--- config.mk ---
export PLATFORM = sky130hd
export DESIGN_NAME = inv_arbiter
export DESIGN_NICKNAME = d
export VERILOG_FILES = /design/src/rtl/inv_arb_pkg.sv /design/src/rtl/rr_grant.sv /design/src/rtl/inv_arbiter.sv
export SDC_FILE = /design/constraint.sdc
export NUM_CORES = 2
export LEC_CHECK = 0
export CORE_AREA = 2 2 698 700
export CTS_CLUSTER_DIAMETER = 30
export DETAILED_ROUTE_END_ITERATION = 10
export DIE_AREA = 0 0 700 702
export SLEW_MARGIN = 5
export SYNTH_ARGS = -nofsm -noshare
export SYNTH_HDL_FRONTEND = slang
export SYNTH_SLANG_ARGS = --single-unit
--- constraint.sdc ---
create_clock -name i_clk -period 24.2 [get_ports i_clk]
set_input_delay 2.42 -clock i_clk [delete_from_list [all_inputs] [get_ports i_clk]]
set_output_delay 2.42 -clock i_clk [all_outputs]
set_load 0.01 [all_outputs]
--- src/rtl/inv_arb_pkg.sv ---
// rtl/inv_arb_pkg.sv - shared types and constants for the inverse-core arbiter
// Contents: FSM state enum, field prime, default operand width.
package inv_arb_pkg;

  localparam int INV_WIDTH_DEFAULT = 255;

  // p = 2^255 - 19
  localparam logic [254:0] FIELD_P = {{247{1'b1}}, 8'hED};

  typedef enum logic [1:0] {
    ST_IDLE,
    ST_LAUNCH,
    ST_WAIT,
    ST_RESP
  } inv_state_e;

endpackage

--- src/rtl/rr_grant.sv ---
// rtl/rr_grant.sv - combinational round-robin picker
// Ports:
//   req        request vector
//   ptr        index searched first; search wraps modulo NUM_REQ
//   grant_oh   one-hot grant (all zero when nothing requested)
//   grant_idx  index of the granted request
//   any        at least one request present
module rr_grant #(
  parameter int NUM_REQ = 4,
  parameter int IDW     = $clog2(NUM_REQ)
) (
  input  logic [NUM_REQ-1:0] req,
  input  logic [IDW-1:0]     ptr,
  output logic [NUM_REQ-1:0] grant_oh,
  output logic [IDW-1:0]     grant_idx,
  output logic               any
);

  logic [IDW-1:0] sel;

  always_comb begin
    grant_oh  = '0;
    grant_idx = '0;
    any       = 1'b0;
    sel       = '0;
    for (int k = 0; k < NUM_REQ; k++) begin
      sel = IDW'((int'(ptr) + k) % NUM_REQ);
      if (!any && req[sel]) begin
        any           = 1'b1;
        grant_idx     = sel;
        grant_oh[sel] = 1'b1;
      end
    end
  end

endmodule

--- src/rtl/inv_arbiter.sv ---
// rtl/inv_arbiter.sv - round-robin arbiter sharing one modular-inverse core
// Ports:
//   i_clk, i_rst                      clock, async active-high reset
//   i_req_valid/i_req_x/o_req_ready   per-requester operand handshake
//   o_rsp_valid/o_rsp_id/o_rsp_data   tagged response, held until i_rsp_ready
//   o_core_start/o_core_x             start pulse and held operand to the core
//   i_core_result/i_core_finished     core result and its one-cycle strobe
//   o_busy                            high whenever not idle
// Macro INV_ZERO_BYPASS_EN: zero operands skip the core and answer 0.
module inv_arbiter
  import inv_arb_pkg::*;
#(
  parameter int NUM_REQ = 4,
  parameter int WIDTH   = INV_WIDTH_DEFAULT
) (
  input  logic                            i_clk,
  input  logic                            i_rst,
  input  logic [NUM_REQ-1:0]              i_req_valid,
  input  logic [NUM_REQ-1:0][WIDTH-1:0]   i_req_x,
  output logic [NUM_REQ-1:0]              o_req_ready,
  output logic                            o_rsp_valid,
  output logic [$clog2(NUM_REQ)-1:0]      o_rsp_id,
  output logic [WIDTH-1:0]                o_rsp_data,
  input  logic                            i_rsp_ready,
  output logic                            o_core_start,
  output logic [WIDTH-1:0]                o_core_x,
  input  logic [WIDTH-1:0]                i_core_result,
  input  logic                            i_core_finished,
  output logic                            o_busy
);

  localparam int IDW = $clog2(NUM_REQ);

  inv_state_e      state, state_d;
  logic [IDW-1:0]  rr_ptr;
  logic [WIDTH-1:0] op_r, data_r;
  logic [IDW-1:0]  id_r;

  logic [NUM_REQ-1:0] grant_oh;
  logic [IDW-1:0]     grant_idx;
  logic               grant_any;
  logic [WIDTH-1:0]   sel_x;
  logic               accept;

  rr_grant #(.NUM_REQ(NUM_REQ), .IDW(IDW)) u_rr_grant (
    .req       (i_req_valid),
    .ptr       (rr_ptr),
    .grant_oh  (grant_oh),
    .grant_idx (grant_idx),
    .any       (grant_any)
  );

  assign sel_x  = i_req_x[grant_idx];
  // ready is only ever offered to a valid requester, so any offer is a handshake
  assign accept = (state == ST_IDLE) && grant_any;

  always_comb begin
    state_d      = state;
    o_req_ready  = '0;
    o_core_start = 1'b0;
    o_rsp_valid  = 1'b0;
    o_busy       = (state != ST_IDLE);
    case (state)
      ST_IDLE: begin
        o_req_ready = grant_oh;
        if (grant_any) begin
`ifdef INV_ZERO_BYPASS_EN
          state_d = (sel_x == '0) ? ST_RESP : ST_LAUNCH;
`else
          state_d = ST_LAUNCH;
`endif
        end
      end
      ST_LAUNCH: begin
        o_core_start = 1'b1;
        state_d      = ST_WAIT;
      end
      ST_WAIT: begin
        if (i_core_finished) state_d = ST_RESP;
      end
      ST_RESP: begin
        o_rsp_valid = 1'b1;
        if (i_rsp_ready) state_d = ST_IDLE;
      end
      default: state_d = ST_IDLE;
    endcase
  end

  always_ff @(posedge i_clk or posedge i_rst) begin
    if (i_rst) begin
      state  <= ST_IDLE;
      rr_ptr <= '0;
      op_r   <= '0;
      id_r   <= '0;
      data_r <= '0;
    end else begin
      state <= state_d;
      if (accept) begin
        op_r   <= sel_x;
        id_r   <= grant_idx;
        rr_ptr <= (grant_idx == IDW'(NUM_REQ - 1)) ? '0 : grant_idx + 1'b1;
`ifdef INV_ZERO_BYPASS_EN
        if (sel_x == '0) data_r <= '0;
`endif
      end
      // core result is only meaningful during its strobe
      if (state == ST_WAIT && i_core_finished) data_r <= i_core_result;
    end
  end

  // op_r stays put from LAUNCH through WAIT, so the core sees a stable operand
  assign o_core_x   = op_r;
  assign o_rsp_id   = id_r;
  assign o_rsp_data = data_r;

endmodule

==> flow_summary.json <==
{
  "syn-cell-area_mm2": 0.0452,
  "hold_viol": 0,
  "critPathCaptureType": "output port",
  "outcome": "completed",
  "core_area_mm2": 0.484,
  "design.portCount": 1802,
  "wl_met3_um": 61100,
  "portBuffers": 1801,
  "min_delay_path_depth": 1,
  "critical_path.slowest_cell": "sky130_fd_sc_hd__clkdlybuf4s50_1",
  "firstDrtPassIters": 7,
  "wire_per_inst_um": 33.8,
  "synth.yosys.seq_area_share_pct": 28.6,
  "core.rowCount": 256,
  "rr_endpoint": "o_core_x[224]",
  "period_share_pct": 37.1,
  "final-max-slew-violation-count": 0,
  "route.top_layer_used": "met5",
  "numClockSinks": 516,
  "worst_path_largest_cell_delay_ns": 0.81,
  "cts.reportedPaths.clkPinSlew_ns": 0.04,
  "worst_hold_startpoint": "o_rsp_id[1]",
  "synthFlopType": "sky130_fd_sc_hd__dfrtp_1",
  "synth_warnings": 0,
  "initialDrtViolationCount": 7783,
  "drt-total-wl_um": 474000,
  "clock_latency_ns": 0.95,
  "r2r_setup_slack_ns": 17.41,
  "irDropWorstVdd_v": 0.0000853,
  "destination_of_the_worst_hold_path": "o_rsp_id[1]",
  "power_per_cell_area_mw_per_mm2": 160,
  "wl_met1_um": 165000,
  "timing.critical_path.mode_cell": "sky130_fd_sc_hd__clkdlybuf4s50_1",
  "timing.fmax_mhz": 111,
  "layout.cells.most_common_list": "sky130_fd_sc_hd__clkdlybuf4s50_1 (1794), sky130_fd_sc_hd__a21oi_1 (1022), sky130_fd_sc_hd__nand3_1 (763), sky130_fd_sc_hd__dfrtp_1 (515), sky130_fd_sc_hd__nand3b_1 (509)",
  "final_common_cell": "sky130_fd_sc_hd__clkdlybuf4s50_1",
  "netlist_instances": 5668,
  "timing.clock.skew_ns": 0.0717,
  "rsz0062_at_grt": "false",
  "postCtsHoldBufs": 0,
  "groute.usage.overall_pct": 18.2,
  "timing.reg2reg.worst_path_depth": 10,
  "critPathArrivalTime_ns": 6.56,
  "synth.distinct_cells": 49,
  "die_w_um": 700,
  "clockRootBuffer": "sky130_fd_sc_hd__clkbuf_16",
  "drt_drc_violations_left": 0,
  "numCtsBuffers": 237,
  "via_count": 59900,
  "synth_nets": 6963,
  "holdCritPathClass": "reg -> reg",
  "finalWeightedCongestion": 1.05,
  "final.min_clock_period_ns": 8.98,
  "cts_tree": "done",
  "critPathKind": "in -> out",
  "leakage_nw": 26.4,
  "layout-drive-gt1-share_pct": 13.3,
  "postSynthAreaPerCell_um2": 7.97,
  "overflow": 0,
  "synth.ff_latch_count": 516,
  "dr_wl_met2_um": 210000,
  "path_max_fanout": 49,
  "cts_htree_levels": 4,
  "max-clock-path-buffers": 4,
  "via_count_of_the_first_global_routing_pass": 54300,
  "finish.net_count": 8372,
  "grt_start_max_net_pins": 277,
  "crit_required_ns": 21.78,
  "place_hpwl_um": 382000,
  "critical_path.startpoint_type": "primary input",
  "die_h_um": 702,
  "critical_path.reg2reg.startpoint": "rr_ptr[0]",
  "postSynth.asyncResetShare_pct": 100,
  "synth-edff-count": 0,
  "post-cts-setup-buffer-count": 0,
  "grt_pass1_wl_um": 591000,
  "ant_nets": 0,
  "max_slew.worst_pin.slew_ns": 1.30,
  "maxCapViolCount": 0,
  "max_slew_margin_pct": 12.0,
  "post_cts_resize_count": 0,
  "floorplan.initialDensity_pct": 9.33,
  "critical_path.cell_chain": "clkdlybuf4s50_1, mux4_4, buf_4, nor2b_1, a22oi_1, or2_2, a21oi_1, clkdlybuf4s50_1",
  "timing.setup.tns_ns": 0,
  "grt_antenna_before_repair": 353,
  "areaGrowthSynthToFinish_pct": 73.2,
  "final.hold.worst_slack_ns": 0.491,
  "die_area_mm2": 0.491,
  "setup_viol": 0,
  "vias_per_cell": 4.27
}
routing by layer:
layer / vias to the layer above / track usage [%]
met2: 4310 / 28.1
li1: 24900 / -
met4: 150 / 12.7
met5: - / 0
met3: 1180 / 9.43
met1: 29300 / 19.1
through the flow:
stage / instance area (um^2) / util [%] / instances / setup WS (ns) / total power, W
6_report: 78300 / 16.2 / 14000 / 15.22 / 0.0125
5_1_grt: 78100 / 16.1 / 14000 / 15.06 / 0.0131
4_1_cts: 77500 / 16.0 / 13700 / 15.24 / 0.0126
3_5_place_dp: 69000 / 14.3 / 13300 / 15.26 / 0.00933
3_3_place_gp: 69000 / 14.3 / 13300 / 15.27 / 0.00926
2_1_floorplan: 45200 / - / 5668 / 7.37 / 0.00562
report_power, final:
| part | leakage [nW] | switching [W] | internal [W] |
|---|---|---|---|
| Combinational | 16.4 | 0.00510 | 0.00259 |
| Clock | 4.19 | 0.000909 | 0.00227 |
| Sequential | 5.88 | 0.000345 | 0.00132 |
| Total | 26.4 | 0.00636 | 0.00618 |
cells by family after synthesis:
family | share of synthesized area, %
compound gates | 34.2
simple gates | 22.9
buf+inv | 7.26
flops | 28.6
mux | 6.76
fa+ha+maj | 0.332
synth_stat cells, types with 3 or more instances:
master	number	area (um^2)
sky130_fd_sc_hd__or2b_1	6	45.0
sky130_fd_sc_hd__inv_1	8	30.0
sky130_fd_sc_hd__buf_4	6	45.0
sky130_fd_sc_hd__clkbuf_2	23	115
sky130_fd_sc_hd__clkbuf_1	508	1910
sky130_fd_sc_hd__a22oi_1	262	1970
sky130_fd_sc_hd__o21ai_0	205	1030
sky130_fd_sc_hd__o21ai_1	50	250
sky130_fd_sc_hd__buf_6	36	405
sky130_fd_sc_hd__buf_2	118	591
sky130_fd_sc_hd__mux4_2	4	90.1
sky130_fd_sc_hd__nand2b_1	249	1560
sky130_fd_sc_hd__or2_2	5	31.3
sky130_fd_sc_hd__nand3_1	763	3820
sky130_fd_sc_hd__buf_1	49	184
sky130_fd_sc_hd__o41ai_2	164	2670
sky130_fd_sc_hd__nand3b_1	509	3820
sky130_fd_sc_hd__ha_1	12	150
sky130_fd_sc_hd__mux2_2	260	2930
sky130_fd_sc_hd__a21oi_1	1023	5120
sky130_fd_sc_hd__a31oi_1	254	1590
sky130_fd_sc_hd__nand2_1	259	972
sky130_fd_sc_hd__nor2_1	6	22.5
sky130_fd_sc_hd__dfrtp_1	516	12900
sky130_fd_sc_hd__nor3_1	3	15.0
sky130_fd_sc_hd__o41ai_1	90	788
sky130_fd_sc_hd__o211ai_1	254	1910
area by class of cell:
type                       count  area, um^2
clock buffer                 353        7160
fill                       54600      406000
tap                         6450        8070
multi-input combinational   4403       29100
antenna                      308         771
inverter                       9        48.8
sequential                   516       12900
clock inverter                90        1290
timing repair buffer        1910       18900
critical path, delay by kind of cell:
family                 cells  cell delay (ns)
AO/OA/AOI/OAI              2             0.29
buffers and inverters      3             2.09
AND/OR/NAND/NOR            2             1.01
multiplexers               1             0.72
how the worst max path moves through the flow:
stage	from	endpoint	cells after the start
after floorplan	i_rst	o_core_x[0]	1
after global placement	i_req_valid[3]	o_req_ready[0]	8
after detailed placement	i_req_valid[3]	o_req_ready[0]	8
after CTS	i_req_valid[3]	o_req_ready[0]	8
after global routing	i_req_valid[3]	o_req_ready[0]	8
final	i_req_valid[3]	o_req_ready[0]	8
registers in the layout, summed over array words and instances (netlist names):
register    flops
state           2
o_rsp_id        2
o_core_x      255
rr_ptr          2
o_rsp_data    255
Power figures use the tool's default switching activity.
